### src/rtl/i2c_request_arbiter.sv
// i2c_request_arbiter: round-robin sharing of one I2C controller among NUM_REQ requesters with a per-transaction watchdog
//   clk, rst_n          clock, asynchronous active-low reset
//   req_valid/addr/data/rw   per-requester request (flattened fields), held until req_done
//   req_done, req_err   one-cycle finish pulse to the granted requester, error flag on timeout
//   rsp_data            last read data
//   grant_id, busy      current/last granted requester, arbiter not idle
//   p_addr/p_data/p_rw/i_valid   transaction to the controller
//   o_valid/n_data/o_data        read completion, write completion, read data from the controller
module i2c_request_arbiter #(
    parameter int NUM_REQ        = 4,
    parameter int ADDR_WIDTH     = 8,
    parameter int DATA_WIDTH     = 32,
    parameter int TIMEOUT_CYCLES = 4096,
    localparam int GW            = NUM_REQ > 1 ? $clog2(NUM_REQ) : 1
) (
    input  logic                          clk,
    input  logic                          rst_n,
    input  logic [NUM_REQ-1:0]            req_valid,
    input  logic [NUM_REQ*ADDR_WIDTH-1:0] req_addr,
    input  logic [NUM_REQ*DATA_WIDTH-1:0] req_data,
    input  logic [NUM_REQ-1:0]            req_rw,
    output logic [NUM_REQ-1:0]            req_done,
    output logic                          req_err,
    output logic [DATA_WIDTH-1:0]         rsp_data,
    output logic [GW-1:0]                 grant_id,
    output logic                          busy,
    output logic [ADDR_WIDTH-1:0]         p_addr,
    output logic [DATA_WIDTH-1:0]         p_data,
    output logic                          p_rw,
    output logic                          i_valid,
    input  logic                          o_valid,
    input  logic                          n_data,
    input  logic [DATA_WIDTH-1:0]         o_data
);
    localparam logic [1:0] IDLE = 2'd0, BUSY = 2'd1, DONE = 2'd2;
    logic [1:0]            state_q, state_d;
    logic [GW-1:0]         ptr_q, ptr_d, grant_q, grant_d;
    logic [ADDR_WIDTH-1:0] addr_q, addr_d;
    logic [DATA_WIDTH-1:0] data_q, data_d, rsp_q, rsp_d;
    logic                  rw_q, rw_d, valid_q, valid_d, err_q, err_d;
    logic [NUM_REQ-1:0]    done_q, done_d;
    logic [31:0]           wd_q, wd_d;
    int                    win;
    logic                  fin, tmo;
    // Scan from the highest offset down so the lowest offset from ptr is the last (winning) assignment.
    always_comb begin
        win = 0;
        for (int k = NUM_REQ - 1; k >= 0; k--)
            if (req_valid[(int'(ptr_q) + k) % NUM_REQ]) win = (int'(ptr_q) + k) % NUM_REQ;
    end
    // Only the completion signal matching the captured direction counts.
    assign fin = rw_q ? o_valid : n_data;
    assign tmo = TIMEOUT_CYCLES > 0 && wd_q == 32'(TIMEOUT_CYCLES - 1);
    always_comb begin
        state_d = state_q;
        ptr_d   = ptr_q;
        grant_d = grant_q;
        addr_d  = addr_q;
        data_d  = data_q;
        rw_d    = rw_q;
        valid_d = valid_q;
        err_d   = err_q;
        rsp_d   = rsp_q;
        wd_d    = wd_q;
        done_d  = '0;
        case (state_q)
            IDLE: if (|req_valid) begin
                state_d = BUSY;
                grant_d = GW'(win);
                addr_d  = req_addr[win*ADDR_WIDTH +: ADDR_WIDTH];
                data_d  = req_data[win*DATA_WIDTH +: DATA_WIDTH];
                rw_d    = req_rw[win];
                valid_d = 1'b1;
                wd_d    = '0;
            end
            BUSY: begin
                wd_d = wd_q + 32'd1;
                // Completion beats a same-cycle timeout, so err only when no completion.
                if (fin || tmo) begin
                    state_d         = DONE;
                    valid_d         = 1'b0;
                    done_d[grant_q] = 1'b1;
                    err_d           = !fin;
                    rsp_d           = fin && rw_q ? o_data : rsp_q;
                    ptr_d           = GW'((int'(grant_q) + 1) % NUM_REQ);
                end
            end
            DONE: begin
                state_d = IDLE;
                err_d   = 1'b0;
            end
            default: state_d = IDLE;
        endcase
    end
    always_ff @(posedge clk or negedge rst_n) begin
        if (!rst_n) begin
            state_q <= IDLE;
            ptr_q   <= '0;
            grant_q <= '0;
            addr_q  <= '0;
            data_q  <= '0;
            rw_q    <= 1'b0;
            valid_q <= 1'b0;
            err_q   <= 1'b0;
            rsp_q   <= '0;
            wd_q    <= '0;
            done_q  <= '0;
        end else begin
            state_q <= state_d;
            ptr_q   <= ptr_d;
            grant_q <= grant_d;
            addr_q  <= addr_d;
            data_q  <= data_d;
            rw_q    <= rw_d;
            valid_q <= valid_d;
            err_q   <= err_d;
            rsp_q   <= rsp_d;
            wd_q    <= wd_d;
            done_q  <= done_d;
        end
    end
    assign req_done = done_q;
    assign req_err  = err_q;
    assign rsp_data = rsp_q;
    assign grant_id = grant_q;
    assign busy     = state_q != IDLE;
    assign p_addr   = addr_q;
    assign p_data   = data_q;
    assign p_rw     = rw_q;
    assign i_valid  = valid_q;
endmodule
### config.mk
export PLATFORM = sky130hd
export DESIGN_NAME = i2c_request_arbiter
export DESIGN_NICKNAME = d
export VERILOG_FILES = /design/src/rtl/i2c_request_arbiter.sv
export SDC_FILE = /design/constraint.sdc
export NUM_CORES = 1
export LEC_CHECK = 0
export CAP_MARGIN = 20
export CORE_UTILIZATION = 44
export DETAILED_ROUTE_END_ITERATION = 8
export DONT_BUFFER_PORTS = 1
export PLACE_DENSITY_LB_ADDON = 0.12
export SLEW_MARGIN = 20
export SYNTH_ARGS = -nofsm -noshare
export SYNTH_HDL_FRONTEND = slang
export SYNTH_SLANG_ARGS = --single-unit
### constraint.sdc
create_clock -name clk -period 4.7 [get_ports clk]
set_input_delay 0.94 -clock clk [delete_from_list [all_inputs] [get_ports clk]]
set_output_delay 0.94 -clock clk [all_outputs]
set_load 0.02 [all_outputs]
Word level (Yosys, flattened, before mapping)
Index checks and enable logic that the tools add are counted.

storage, ports and cells
  register bits = 117
  bits in latches = 0
  RAM bits = 0
  memory bits (read-only) = 0
  bits of input ports = 204
  memories = 0

operators by class
  add/sub/neg operators = 5
  multiply operators = 0
  divide/modulo/power cells = 0
  $lt $le $gt $ge = 7
  equality and inequality tests = 5
  shift operators = 2
  multiplexer cells = 33
  bitwise logic cells = 3
  reductions and logical operators = 19

operators by type and width
  cell                     number
  $mux W32                 5
  $shiftx A128 B32 Y32     1
  $pmux W32 S2             1
  $add A32 B1 Y32 const B  1
  $eq A32 B12 Y1 const B   1
  $lt A32 B4 Y1 const B    1
  $shiftx A32 B32 Y8       1
  $mux W1                  14
  $lt A3 B4 Y1 const B     3
  $bmux W1 S2              5
  $reduce_and A2 Y1        5
  $mux W4                  2
  $lt A2 B3 Y1 const B     2
  $reduce_and A3 Y1        2
  $reduce_bool A2 Y1       3
  $reduce_or A2 Y1         3
  $add A2 B1 Y2 const B    2
  $add A2 B2 Y2 const B    2
  $mux W2                  2
  $ne A2 B2 Y1 const B     2
  $pmux W1 S2              2
  $pmux W2 S2              1
  $reduce_or A4 Y1         1
  $and A1 B1 Y1 const A    3
  other kinds (8)          9

Depth between registers and ports, before layout
Gate-level depths: netlist of the first run.

  depth after elaboration = 13
  gate-level depth with buffers = 9
  mapped depth without buffers = 7

Worst setup path before layout of the first run
Ideal clock, no wire load.

  path kind = input to register
  from = input req_valid[2]
  to = register addr_q[7], in the netlist p_addr[7]
  library setup time = 0.142 ns
  data arrival time = 2.066 ns
  data required time = 4.558 ns
  path slack = 2.492 ns
  stages = 7
  cell sequence = mux2_1 > nand2_1 > nand2_1 > buf_4 > clkbuf_1 > a211oi_1 > a211oi_1

between the ends
  longest elaborated chain between the ends = 8
  elaborated cells on any way between the ends = 18
  those cells by class = shift (1); mux (15); reduce/logical (2)

RTL lines
  what                                         RTL line  source
  start: declaration                           18        input logic [NUM_REQ-1:0] req_valid,
  $bmux W1 S2                                  49        if (req_valid[(int'(ptr_q) + k) % NUM_REQ]) win = (int'(ptr_q) + k) % NUM_REQ;
  $mux W1 (implied by the code) (2 in series)  49
  $mux W32 (4 in series)                       49
  $shiftx A32 B32 Y8                           70        addr_d = req_addr[win*ADDR_WIDTH +: ADDR_WIDTH];
  end signal: assignment                       112       addr_q <= addr_d;
  end: declaration                             38        logic [ADDR_WIDTH-1:0] addr_q, addr_d;

Parallel ways exist; a longest one is shown, timed or not. The select of a mux whose other input is x is not followed.
A chain may end at the register's enable or synchronous reset.

Worst setup path in the final report of the first run
  from = register state_q[1]
  to = register wd_q[26]

between the ends
  longest elaborated chain between the ends = 3
  elaborated cells on any way between the ends = 6
  those cells by class = eq/ne (2); mux (1); reduce/logical (3)

RTL lines
  what                                                                        RTL line  source
  start: declaration                                                          36        logic [1:0] state_q, state_d;
  start signal: assignment                                                    109       state_q <= state_d;
  $eq A2 B1 Y1 / $logic_not A2 Y1 (equally long branches)                     66        case (state_q)
  $reduce_bool A2 Y1 (no source line) / $ne A2 B2 Y1 (equally long branches)  -
  $reduce_and A2 Y1 (no source line)                                          -
  end signal: assignment                                                      118       wd_q <= wd_d;
  end: declaration                                                            42        logic [31:0] wd_q, wd_d;

Parallel ways exist; a longest one is shown, timed or not.

==> results of run 1 <==
stage by stage:
| stage | hold WS (ns) | setup slack, ns | util | instance area, µm² |
|---|---|---|---|---|
| after floorplan | 0.492 | 2.49 | - | 6160 |
| after global placement | 0.500 | 1.55 | 0.468 | 6290 |
| after detailed placement | 0.512 | 1.51 | 0.468 | 6290 |
| after CTS | 0.201 | 1.95 | 0.509 | 6850 |
| after global routing | 0.197 | 1.71 | 0.512 | 6890 |
| final | 0.224 | 1.97 | 0.512 | 6890 |
power groups by stage:
| stage | Sequential, W | Clock, W | Combinational, W |
|---|---|---|---|
| 4_1_cts | 0.00213 | 0.00124 | 0.00149 |
| 2_1_floorplan | 0.00202 | 0 | 0.00121 |
| 3_3_place_gp | 0.00213 | 0 | 0.00143 |
| 3_5_place_dp | 0.00214 | 0 | 0.00149 |
| 5_1_grt | 0.00217 | 0.00128 | 0.00169 |
| 6_report | 0.00212 | 0.00120 | 0.00151 |
worst max-delay path by stage:
stage / startpoint / endpoint / slack (ns) / depth (start not counted)
after floorplan: req_valid[2] / p_addr[7] / 2.49 / 7
after global placement: req_valid[2] / p_data[17] / 1.55 / 6
after detailed placement: req_valid[2] / p_data[17] / 1.51 / 6
after CTS: req_valid[2] / p_data[17] / 1.95 / 6
after global routing: state_q[1] / wd_q[26] / 1.71 / 7
final: state_q[1] / wd_q[26] / 1.97 / 7
cell type report:
type,count,area [µm²]
clock inverter,14,118
tap,176,220
fill,1256,6570
timing repair buffer,8,80.1
sequential,117,2930
clock buffer,18,439
inverter,12,45.0
multi-input combinational,424,3060
cell families (layout without fill, tap and decap cells):
logic type | after synthesis | count (layout) | share of synthesized area
xor+xnor | 25 | 25 | 0.0355
flops | 117 | 117 | 0.475
compound gates | 116 | 116 | 0.137
fa+ha+maj | 8 | 8 | 0.0162
buf+inv | 52 | 52 | 0.0353
simple gates | 198 | 198 | 0.168
mux | 77 | 77 | 0.133
synth_stat cells (all sizes together), types with 3 or more instances:
cell,count,area (µm²)
o21ai,13,72.6
nor3,5,30.0
dfrtp,117,2930
and3,46,289
nand2,21,81.3
xor2,22,193
inv,12,45.0
or3,5,31.3
nor2,72,273
mux2,34,387
nand3,16,80.1
a211oi,84,636
a21oi,8,40.0
buf,12,67.6
ha,8,100
mux2i,43,430
nand4,16,100
xnor2,3,26.3
clkbuf,28,105
nor4,7,65.1
sequential cells by signal, indices dropped and copies added, names as in the netlist:
signal / cells
grant_id: 2
p_data: 32
req_done: 4
ptr_q: 2
req_err: 1
i_valid: 1
wd_q: 32
rsp_data: 32
p_rw: 1
p_addr: 8
state_q: 2
cell usage in the layout (no fill, tap or decap), drive strengths merged, types with 3 or more instances in the layout:
cell type	n
a211oi	84
inv	19
nand4	16
o21ai	13
xnor2	3
and3	46
clkbuf	18
mux2i	43
xor2	22
a21oi	8
dfrtp	117
buf	8
nand3	16
nor2	72
ha	8
clkinv	5
nor4	7
nor3	5
nand2	21
or3	5
mux2	34
layer usage:
| layer | up-vias | global-route usage |
|---|---|---|
| met4 | 0 | 0.0849 |
| li1 | 2163 | - |
| met3 | 26 | 0.0759 |
| met2 | 180 | 0.384 |
| met1 | 2264 | 0.269 |
| met5 | - | 0 |
critical path: stages (launching register included):
cell      delay (ns)
dfrtp_1         0.38
inv_1           0.10
ha_1            0.50
nor2_1          0.16
a211oi_2        0.85
nand4_1         0.19
or3_1           0.34
a21oi_1         0.14
==> impl_results.md, run 1 <==
* Status: complete, no violations
* Die area at 14500 µm²
* Pwr dens at 701 nW/µm²
* Rows at 42
* Hold Fails Final Rpt at 0
* Async set or reset register ratio after synthesis at 1.00
* CTS tree: built
* Startpoint type of the worst setup path: flip-flop
* Sequential power share at 0.439
* Worst skew pair latency at 0.41 ns
* Max Cap Viol at 0
* Met2 wire length at 8.10 mm
* Logic pwr share at 0.312
* Worst vdd ir at 273 µV
* FMAX at 366 MHz
* Total GRT Usage at 0.228
* Final worst-path cycle share at 0.582
* Antenna cells at 0
* Hold-fix buffers at CTS at 0
* Initial antenna violation count at 0
* Nets at 792
* Metal3 WL at 1.12 mm
* Psw at 0.00209 W
* Yosys reg bits at 117
* Required time worst endpoint at 5.04 ns
* Post-Route WL at 16.0 mm
* CTS clk-pin slew, worst paths at 0.06 ns
* Post-route setup TNS at 0 ns
* Period minus WS final at 2.73 ns
* Lkg Pwr at 2.97 nW
* Mapped Cells at 593
* Switching part of the total at 0.433
* Clock power share at 0.249
* Gr ovfl total at 0
* Fin cells at 769
* Worst Path Arrival at 3.08 ns
* Syn Nets at 805
* Register area share after synthesis at 0.475
* Dpl cells at 736
* Ys Warns at 0
* FF-to-FF path depth at 7
* TritonCTS Buffers at 17
* Remaining DRCs at 0
* Largest net degree at the start of global routing at 118
* Die extent in x at 120 µm
* Drt pass-1 iters at 4
* CTS max path bufs at 2
* CP Class: reg2reg
* Clock Sinks at 117
* Reg2Reg Setup Slack at 1.97 ns
* EDFF count, synth at 0
* Post-synth cell types at 49
* Fin. max-slew vios at 0
* Final setup fails at 0
* Root Buffer: clkbuf_16
* Clock Skew at 0.00689 ns
* DRT iter0 DRCs at 289
* Die H at 120 µm
* Share of layout cells above drive strength 1 at 0.150
* Mapped cell area at 6160 µm²
* Post-cts repair resize count at 0
* P&R area growth vs syn at 11.7%
* Reg-to-Reg End: wd_q[26]
* H-Tree Depth at 4
* Port Buf Inserts at 0
* Max transition margin at 0.341
* Final ANT Viol Nets at 0
* DR vias/cell at 6.02
* Max Used Layer: met4
* Vias in the first global route at 4778
* Vias at 4633
* Avg WL per Cell at 20.8 µm
* Pwr Total at 0.00483 W
* Avg Cell Area, Syn at 10.4 µm²
* Crit path max fanout at 16
* Initial Util at 0.458
* First-pass GRT wire length at 25.3 mm
* Worst R2R Start: state_q[1]
* Setup repair bufs after CTS at 0
* # IOs at 286
* Setup crit end kind: flip-flop
* M1 WL at 6.39 mm
* GP Congestion at 0.821
* Power Internal at 0.00274 W
* Most used DFF post-synth: dfrtp_1
* Placed wire-length estimate at 11.0 mm
* Worst hold path class: in2async
* Core Area at 13500 µm²
* Unrepaired setup endpoints after global routing: no
* Worst-margin pin slew at 0.986 ns
Note: power is estimated with default switching activity, not from simulation.
==> inputs of run 2 (changes only) <==
==> constraint.sdc (replaced) <==
create_clock -name clk -period 2.35 [get_ports clk]
set_input_delay 0.47 -clock clk [delete_from_list [all_inputs] [get_ports clk]]
set_output_delay 0.47 -clock clk [all_outputs]
set_load 0.02 [all_outputs]
==> run 2 against run 1 <==
  * Sequential share of layout area shrank 1.1 points
  * Global-route usage grew 0.29 points
  * Final area grew 2.8%
  * The run now ends with hold timing left
  * Clock skew grew 0.00088 ns
  * Die area is the same
  * Clock power grew 130%
==> impl_results.md, run 2 (synthesized netlist as in run 1, its figures left out) <==
* Status: complete, but fails checks
* Failing checks: hold timing
* Dpl cells at 749 (+1.8%)
* Worst Path Arrival at 2.49 ns (-0.59 ns)
* Remaining DRCs at 0 (unchanged)
* GP Congestion at 0.808 (-1.6%)
* Fin cells at 784 (+2.0%)
* DR vias/cell at 6.13 (+1.8%)
* Vias at 4808 (+3.8%)
* Largest net degree at the start of global routing at 118 (unchanged)
* Max Cap Viol at 0 (unchanged)
* CTS tree: built
* First-pass GRT wire length at 25.6 mm (+1.3%)
* Crit path max fanout at 23 (+7)
* Setup crit start: ptr_q[1]
* Pwr dens at 1430 nW/µm² (+100%)
* WHS at -0.249 ns (-0.473 ns)
* Antenna cells at 0 (unchanged)
* CTS max path bufs at 2 (unchanged)
* Placed wire-length estimate at 11.6 mm (+4.8%)
* Final worst-path cycle share at 0.936 (+0.355)
* Worst-margin pin slew at 0.891 ns (-0.0949 ns)
* Vias in the first global route at 4885 (+2.2%)
* Period minus WS final at 2.20 ns (-0.533 ns)
* Crit path depth at 6 (-1)
* CTS clk-pin slew, worst paths at 0.06 ns (about the same)
* Switching part of the total at 0.418 (-0.0154)
* Initial Util at 0.458 (unchanged)
* Required time worst endpoint at 2.64 ns (-2.40 ns)
* FMAX at 455 MHz (+24%)
* Port Buf Inserts at 0 (unchanged)
* Most common cell after layout, fill and taps aside: dfrtp_1
* Die extent in x at 120 µm (unchanged)
* Clock power share at 0.267 (+0.018)
* Nets at 807 (+1.9%)
* Final ANT Viol Nets at 0 (unchanged)
* Psw at 0.00424 W (+100%)
* Core Area at 13500 µm² (unchanged)
* Core Util, Final at 0.526 (+0.0141)
* CP cell instances: nand2_1, a221oi_1, o21ai_4, buf_16, a211oi_1, a211oi_1
* Sequential power share at 0.415 (-0.024)
* Avg WL per Cell at 20.8 µm (+0.32%)
* Hold Fails Final Rpt at 117 (+117)
* CP top delay family: compound AO/OA/AOI/OAI gates
* Worst skew pair latency at 0.42 ns (about the same)
* Commonest non-fill, non-tap cells in the layout: dfrtp_1 (117), a211oi_1 (83), nor2_1 (71)
* CP Buf/Inv Count at 1 (unchanged)
* Worst vdd ir at 576 µV (+110%)
* TritonCTS Buffers at 17 (unchanged)
* # IOs at 286 (unchanged)
* Fin. max-slew vios at 0 (unchanged)
* Final setup fails at 0 (unchanged)
* Die H at 120 µm (unchanged)
* Post-route setup TNS at 0 ns (unchanged)
* Clock Skew at 0.00777 ns (+0.000878 ns)
* FF-to-FF path depth at 6 (-1)
* Clock Sinks at 117 (unchanged)
* Total GRT Usage at 0.231 (+0.00289)
* Power Internal at 0.00590 W (+120%)
* Root Buffer: clkbuf_16
* CP Class: reg2reg
* P&R area growth vs syn at 14.8%
* Lkg Pwr at 3.08 nW (+3.6%)
* H-Tree Depth at 4 (unchanged)
* Gr ovfl total at 0 (unchanged)
* CP most frequent cell: a211oi_1
* Initial antenna violation count at 0 (unchanged)
* Setup crit end kind: flip-flop
* Startpoint type of the worst setup path: flip-flop
* Max transition margin at 0.403 (+0.0612)
* Critical-path top delay cell: a221oi_1
* DRT iter0 DRCs at 230 (-20%)
* Share of layout cells above drive strength 1 at 0.171 (+0.0210)
* Worst R2R Start: ptr_q[1]
* Logic pwr share at 0.318 (+0.006)
* Post-Route WL at 16.3 mm (+2.3%)
* Rows at 42 (unchanged)
* Delay of the slowest cell on the worst path at 0.59 ns (-0.26 ns)
* Drt pass-1 iters at 4 (unchanged)
* Unrepaired setup endpoints after global routing: no
* Worst hold path class: in2async
* Die area at 14500 µm² (unchanged)
==> run 2: changes by cell type in the layout (fill, tap and decap cells not counted), sizes merged <==
cell / delta
buf: +15
bufinv: +3
clkbuf: -1
clkinv: +1
clkinvlp: -1
inv: -2
==> run 2: path summary, 6_finish.rpt <==
| path | endpoint | slack (ns) |
|---|---|---|
| min reg2reg | state_q[0] | 0.55 |
| max in group asynchronous | p_addr[3] | 2.46 |
| max reg2reg | p_data[16] | 0.15 |
| max | p_data[16] | 0.15 |
| min in group clk | rsp_data[14] | 0.20 |
| min | rsp_data[0] | -0.25 |
==> run 2: repair_timing <==
item | in CTS | in global routing
gates resized for setup | 0 | 1
endpoints found under the hold margin | 117 | 117
setup endpoints to repair | 0 | 3
buffers inserted | 0 | 2
==> run 2: cell type report <==
cell class,count,area [µm²]
Fill cell,1228,6370
Multi-Input combinational cell,424,3050
Sequential cell,117,2930
Clock buffer,17,425
Tap cell,176,220
Timing Repair Buffer,23,218
Clock inverter,15,195
Inverter,12,45.0
==> run 2: per-stage QoR <==
stage	setup slack (ns)	power, W	hold slack [ns]	instance area, µm²
after global routing	0.0375	0.0107	-0.275	7080
after floorplan	0.465	0.00647	0.174	6160
after CTS	0.151	0.0102	-0.276	7030
after detailed placement	0.0257	0.00743	0.179	6410
after global placement	0.131	0.00728	0.182	6410
final	0.150	0.0101	-0.249	7080
==> run 2: per-layer routing <==
metal	vias to the layer above	global-route usage	wire, µm
li1	2194	-	-
met1	2364	0.275	6550
met2	218	0.381	8080
met3	32	0.0807	1280
met4	0	0.0895	414
met5	-	0	0
==> run 2: power by group through the flow <==
stage	sequential [W]	clock [W]	combinational (W)
CTS	0.00422	0.00276	0.00318
finish	0.00421	0.00270	0.00322
global route	0.00430	0.00286	0.00357
global placement	0.00423	0	0.00304
floorplan	0.00405	0	0.00243
detailed placement	0.00424	0	0.00319
